### src/rtl/aes_byte_loader_if.sv
// Byte-stream / block handshake bundle between the upstream byte source, the
// AES byte loader and the AES core.
interface aes_byte_loader_if;
  logic         in_valid;
  logic         in_ready;
  logic [7:0]   data;
  logic [7:0]   key;
  logic         out_valid;
  logic         out_ready;
  logic [127:0] state_blk;
  logic [127:0] key_blk;
  logic [3:0]   byte_cnt;

  // The loader: consumes the byte stream, produces the assembled blocks.
  modport slave (
    input  in_valid, data, key, out_ready,
    output in_ready, out_valid, state_blk, key_blk, byte_cnt
  );

  // The environment: drives bytes and accepts blocks.
  modport master (
    output in_valid, data, key, out_ready,
    input  in_ready, out_valid, state_blk, key_blk, byte_cnt
  );
endinterface

### src/rtl/aes_byte_loader.sv
// AES-128 input stage: assembles 16 plaintext/key byte pairs into 128-bit
// FIPS-197 blocks and holds them on a valid/ready port until the core takes them.
module aes_byte_loader #(
  parameter bit ROW_MAJOR = 1'b1
) (
  input  logic              clk,
  input  logic              rst_n,
  input  logic              clear,
  aes_byte_loader_if.slave  bus
);

  typedef enum logic {
    FILL = 1'b0,
    HOLD = 1'b1
  } state_e;

  state_e       state_q, state_d;
  logic [3:0]   byte_cnt_q, byte_cnt_d;
  logic         in_ready_q, in_ready_d;
  logic         out_valid_q, out_valid_d;
  logic [127:0] state_blk_q, state_blk_d;
  logic [127:0] key_blk_q, key_blk_d;

  logic [3:0]   pos;
  logic         in_hs;
  logic         out_hs;

  // Stream index k to FIPS byte index: a pure bit swap, no carries.
  function automatic logic [3:0] lane(input logic [3:0] k);
    return ROW_MAJOR ? {k[1:0], k[3:2]} : k;
  endfunction

  assign pos    = lane(byte_cnt_q);
  assign in_hs  = bus.in_valid & in_ready_q;
  assign out_hs = out_valid_q & bus.out_ready;

  always_comb begin
    // NOTE: every variable assigned here gets a default first, so no path can
    // leave it unassigned and infer a latch.
    state_d     = state_q;
    byte_cnt_d  = byte_cnt_q;
    in_ready_d  = in_ready_q;
    out_valid_d = out_valid_q;
    state_blk_d = state_blk_q;
    key_blk_d   = key_blk_q;

    if (clear) begin
      // Abort wins over both handshakes; the block contents are left as-is.
      state_d     = FILL;
      byte_cnt_d  = 4'd0;
      in_ready_d  = 1'b1;
      out_valid_d = 1'b0;
    end else begin
      unique case (state_q)
        FILL: begin
          if (in_hs) begin
            for (int i = 0; i < 16; i++) begin
              if (pos == i[3:0]) begin
                state_blk_d[127-8*i -: 8] = bus.data;
                key_blk_d[127-8*i -: 8]   = bus.key;
              end
            end
            byte_cnt_d = byte_cnt_q + 4'd1;
            if (byte_cnt_q == 4'd15) begin
              state_d     = HOLD;
              in_ready_d  = 1'b0;
              out_valid_d = 1'b1;
            end
          end
        end
        HOLD: begin
          if (out_hs) begin
            state_d     = FILL;
            in_ready_d  = 1'b1;
            out_valid_d = 1'b0;
          end
        end
        default: begin
          state_d     = FILL;
          byte_cnt_d  = 4'd0;
          in_ready_d  = 1'b1;
          out_valid_d = 1'b0;
        end
      endcase
    end
  end

  // NOTE: the block registers are reset too, because the outputs must read
  // zero straight out of reset; purely internal storage would not need it.
  always_ff @(posedge clk or negedge rst_n) begin
    if (!rst_n) begin
      state_q     <= FILL;
      byte_cnt_q  <= 4'd0;
      in_ready_q  <= 1'b1;
      out_valid_q <= 1'b0;
      state_blk_q <= '0;
      key_blk_q   <= '0;
    end else begin
      // NOTE: non-blocking assignments so every flop samples pre-edge values.
      state_q     <= state_d;
      byte_cnt_q  <= byte_cnt_d;
      in_ready_q  <= in_ready_d;
      out_valid_q <= out_valid_d;
      state_blk_q <= state_blk_d;
      key_blk_q   <= key_blk_d;
    end
  end

  assign bus.in_ready  = in_ready_q;
  assign bus.out_valid = out_valid_q;
  assign bus.state_blk = state_blk_q;
  assign bus.key_blk   = key_blk_q;
  assign bus.byte_cnt  = byte_cnt_q;

endmodule

### src/flat_wrapper.sv
// flat-port wrapper written by rule: the top's interface ports become plain ports
module aes_byte_loader_flat 
#(
  parameter bit ROW_MAJOR = 1'b1
)
  (clk, rst_n, clear, bus_in_valid, bus_data, bus_key, bus_out_ready, bus_in_ready, bus_out_valid, bus_state_blk, bus_key_blk, bus_byte_cnt);
  aes_byte_loader_if bus_i ();
  input  logic clk;
  input  logic rst_n;
  input  logic clear;
  input wire logic [$bits(bus_i.in_valid)-1:0] bus_in_valid;
  input wire logic [$bits(bus_i.data)-1:0] bus_data;
  input wire logic [$bits(bus_i.key)-1:0] bus_key;
  input wire logic [$bits(bus_i.out_ready)-1:0] bus_out_ready;
  output wire logic [$bits(bus_i.in_ready)-1:0] bus_in_ready;
  output wire logic [$bits(bus_i.out_valid)-1:0] bus_out_valid;
  output wire logic [$bits(bus_i.state_blk)-1:0] bus_state_blk;
  output wire logic [$bits(bus_i.key_blk)-1:0] bus_key_blk;
  output wire logic [$bits(bus_i.byte_cnt)-1:0] bus_byte_cnt;
  assign bus_i.in_valid = bus_in_valid;
  assign bus_i.data = bus_data;
  assign bus_i.key = bus_key;
  assign bus_i.out_ready = bus_out_ready;
  assign bus_in_ready = bus_i.in_ready;
  assign bus_out_valid = bus_i.out_valid;
  assign bus_state_blk = bus_i.state_blk;
  assign bus_key_blk = bus_i.key_blk;
  assign bus_byte_cnt = bus_i.byte_cnt;
  aes_byte_loader #(.ROW_MAJOR(ROW_MAJOR)) u_core (.clk(clk), .rst_n(rst_n), .clear(clear), .bus(bus_i));
endmodule
### config.mk
export PLATFORM = sky130hd
export DESIGN_NAME = aes_byte_loader_flat
export DESIGN_NICKNAME = d
export VERILOG_FILES = /design/src/rtl/aes_byte_loader_if.sv /design/src/rtl/aes_byte_loader.sv /design/src/flat_wrapper.sv
export SDC_FILE = /design/constraint.sdc
export NUM_CORES = 1
export LEC_CHECK = 0
export BUFFER_PORTS_ARGS = -buffer_cell sky130_fd_sc_hd__buf_2
export CORE_UTILIZATION = 43
export CTS_CLUSTER_SIZE = 40
export DETAILED_ROUTE_END_ITERATION = 8
export PLACE_DENSITY = 0.7
export REMOVE_ABC_BUFFERS = 1
export SYNTH_ARGS = -nofsm -noshare
export SYNTH_HDL_FRONTEND = slang
export SYNTH_SLANG_ARGS = --single-unit
### constraint.sdc
create_clock -name clk -period 1.9 [get_ports clk]
set_input_delay 0.095 -clock clk [delete_from_list [all_inputs] [get_ports clk]]
set_output_delay 0.095 -clock clk [all_outputs]
set_load 0.05 [all_outputs]
==> reports/results.tsv <==
stage	metric	value	unit
status	status	finished clean	
cells_and_area	Area Overhead vs Synth	31.0	%
sta	Final period util	0.943	
cells_and_area	most frequent cells in the layout	buf_2 (281), dfrtp_1 (262), mux2_2 (256)	
grt	initial antenna violation count	0	
worst_setup_path	cells on worst reg2reg path	6	
synthesis	Cells after Synth	606	
clocking	clk buf depth	3	
grt	global-route wire length before repair	39900	um
clocking	CTS root buffer	clkbuf_16	
grt	vias in the first global route	6427	
grt	largest net degree at the start of global routing	71	
worst_setup_path	CP Data Arrival Time	2200	ps
clocking	CTS tree	done	
grt	grt ovf	0	
routing	Antenna Violating Nets Remaining	0	
die	Initial Util	0.442	
synthesis	Post-synth EDFFs	0	
cells_and_area	most common cell after layout, fill and taps aside	buf_2	
power_and_ir_drop	Clock power frac	0.359	
worst_setup_path	CP endpoint kind	register	
worst_setup_path	CP max FO	6	
synthesis	Post-Synthesis Cell Area	10100	um2
worst_setup_path	reg2reg start	u_core.bus.byte_cnt[0]	
place	Inst Count DP	1205	
cells_and_area	final net count	951	
sta	Final WS setup	108	ps
power_and_ir_drop	leakage	7.44	nW
place	post-DP HPWL	18000	um
synthesis	post-synthesis sequential area ratio	0.654	
power_and_ir_drop	Net Sw Power	4.66	mW
die	total I/O pin count	283	
sta	worst rel slew slack	0.606	
routing	Routed WL per cell	20.9	um
die	die area	24000	um2
power_and_ir_drop	Sequential Power Share	0.432	
synthesis	post-synth cell types	29	
die	Row Count	55	
sta	Finish-stage setup viols	0	
clocking	htree depth	1	
sta	Hold Fails Final Rpt	0	
clocking	post_cts resized	0	
hold_path	min-delay worst type	in2reg	
sta	Final min period	1790	ps
clocking	CTS Buf Count	28	
die	core box area	22800	um2
worst_setup_path	CP max stage cell	dfrtp_1	
worst_setup_path	flop-to-flop setup slack	110	ps
synthesis	syn_area_per_cell	16.6	um2
hold_path	hold path cells	2	
routing	DRC viols	0	
die	die height	155	um
place	Port-buffer cells	282	
routing	post-DR vias/cell	4.92	
hold_path	worst hold start	bus_data[0]	
cells_and_area	diode count	0	
cells_and_area	Sequential Area	6580	um2
routing	Pre-antenna DRT Iters	4	
die	Die W	155	um
power_and_ir_drop	part of the power in combinational logic	0.209	
worst_setup_path	CP Cell Sequence	inv_1 > ha_1 > and3_1 > nand2_2 > buf_4 > mux2_2	
clocking	Clk pin slew, worst setup/hold paths	60	ps
place	RePlAce Congestion	0.812	
routing	Routed WL	26300	um
cells_and_area	multi-input logic area	3260	um2
clocking	TritonCTS sink count	263	
synthesis	top cell type's share of synthesized area	0.651	
routing	total number of vias	6193	
worst_setup_path	Critical Path Max Stage Delay	410	ps
cells_and_area	Fillers	1836	
worst_setup_path	CP Launch Type	register	
sta	Post-Route Skew	10.7	ps
clocking	worst skew pair latency	520	ps
synthesis	Synth Warn #	0	
synthesis	area leader, netlist	dfrtp_1	
power_and_ir_drop	pwr/cell area	1110	nW/um2
synthesis	#FFs+latches synth	263	
synthesis	leading post-synthesis cells by cell area	dfrtp_1 (65%), mux2_2 (29%), nand2_2 (0.99%)	
synthesis	fraction of registers with async set/reset	1.00	
cells_and_area	Finished Layout Cells	1260	
sta	unrepaired setup endpoints after global routing	no	
sta	Worst-Margin Slew	592	ps
sta	Max Clk Rate	558	MHz
routing	starting DRC count in detailed routing	220	
place	Place WS	117	ps
power_and_ir_drop	worst vdd ir	893	uV
worst_setup_path	kind of critical path	reg2reg	
synthesis	Synth Flop Type	dfrtp_1	
hold_path	Hold EP	u_core.bus.state_blk[8]	
sta	Max Slew Vio Count	0	
grt	GRT Resource Usage Total	0.221	
worst_setup_path	reg2reg end	u_core.bus.key_blk[105]	
cells_and_area	ratio of cells with drive above 1 in the final layout	0.681	
worst_setup_path	required time worst endpoint	2300	ps
job	Max Cap Viol	0	
power_and_ir_drop	Int Power	9.92	mW
power_and_ir_drop	Sw Ratio	0.320	
==> cell usage after synthesis, drive strengths merged, types with 2 or more instances <==
| cell | instances |
|---|---|
| nand3b | 2 |
| clkbuf | 21 |
| ha | 4 |
| and3 | 4 |
| buf | 17 |
| nor4b | 2 |
| nor2 | 3 |
| dfrtp | 262 |
| a21oi | 2 |
| mux2 | 256 |
| nand2 | 18 |
| inv | 2 |
==> final cells by class <==
class,instances,share of cell area
Sequential cell,263,0.499
Multi-Input combinational cell,303,0.247
Timing Repair Buffer,328,0.155
Clock buffer,45,0.0657
Tap cell,313,0.0297
Clock inverter,6,0.00275
Inverter,2,0.000570
==> what timing repair did <==
| item | CTS | global route |
|---|---|---|
| hold buffers | 4 | 0 |
| buffers inserted | 0 | 0 |
| hold endpoints to repair | 163 | 0 |
==> power by group through the flow <==
stage,combinational (mW),sequential [mW],clock (mW)
finish,3.05,6.30,5.23
global route,3.18,6.35,5.58
CTS,3.08,6.30,5.37
detailed placement,3.06,6.40,0
global placement,3.04,6.37,0
floorplan,0.466,8.07,0
==> worst max path at each step <==
stage / start / endpoint / slack, ps / cells past startpoint
floorplan: u_core.bus.byte_cnt[0] / u_core.bus.key_blk[32] / -110 / 5
global placement: u_core.bus.byte_cnt[0] / u_core.bus.state_blk[107] / 150 / 6
detailed placement: u_core.state_q / u_core.bus.key_blk[108] / 120 / 4
CTS: u_core.bus.byte_cnt[0] / u_core.bus.key_blk[105] / 110 / 6
global route: u_core.bus.byte_cnt[2] / u_core.bus.key_blk[115] / 20 / 4
finish: u_core.bus.byte_cnt[0] / u_core.bus.key_blk[105] / 110 / 6
==> sequential cells by signal (all words and copies together), names as in the netlist <==
register,cells
u_core.bus.state_blk,128
u_core.state_q,1
u_core.bus.key_blk,128
u_core.bus.byte_cnt,4
u_core.bus.out_valid,1
u_core.bus.in_ready,1
==> cell families (layout without fill, tap and decap cells) <==
kind of cell / Yosys count / after routing / synth area share
adders and majority gates: 4 / 4 / 0.00497
DFF: 263 / 263 / 0.654
buffers and inverters: 40 / 381 / 0.0224
AOI/OAI and AO/OA: 5 / 5 / 0.00311
and+or+nand+nor: 35 / 35 / 0.0265
muxes: 257 / 257 / 0.287
xor gates and xnor gates: 2 / 2 / 0.00174
==> through the flow <==
stage	hold slack (ps)	cell area, um2	setup TNS, ps	power, mW	util
2_1_floorplan	-201	9850	-12630	8.53	-
3_3_place_gp	109	12200	0	9.41	0.537
3_5_place_dp	110	12200	0	9.46	0.537
4_1_cts	6.57	13200	0	14.7	0.579
5_1_grt	36.1	13200	0	15.1	0.579
6_report	20.9	13200	0	14.6	0.579
==> per-layer routing <==
layer | vias up | global-route usage | wire length (um)
li1 | 2778 | - | -
met1 | 3178 | 0.287 | 11200
met2 | 205 | 0.374 | 12900
met3 | 32 | 0.0565 | 1740
met4 | 0 | 0.0490 | 522
met5 | - | 0 | 0
==> worst max-delay path: cells and delay by family (launching register included) <==
kind                       cells  cell delay, ps
adders and majority gates      1             200
buffers and inverters          2             340
DFF                            1             410
muxes                          1             360
and+or+nand+nor                2             350
(Power assumes the default switching activity.)
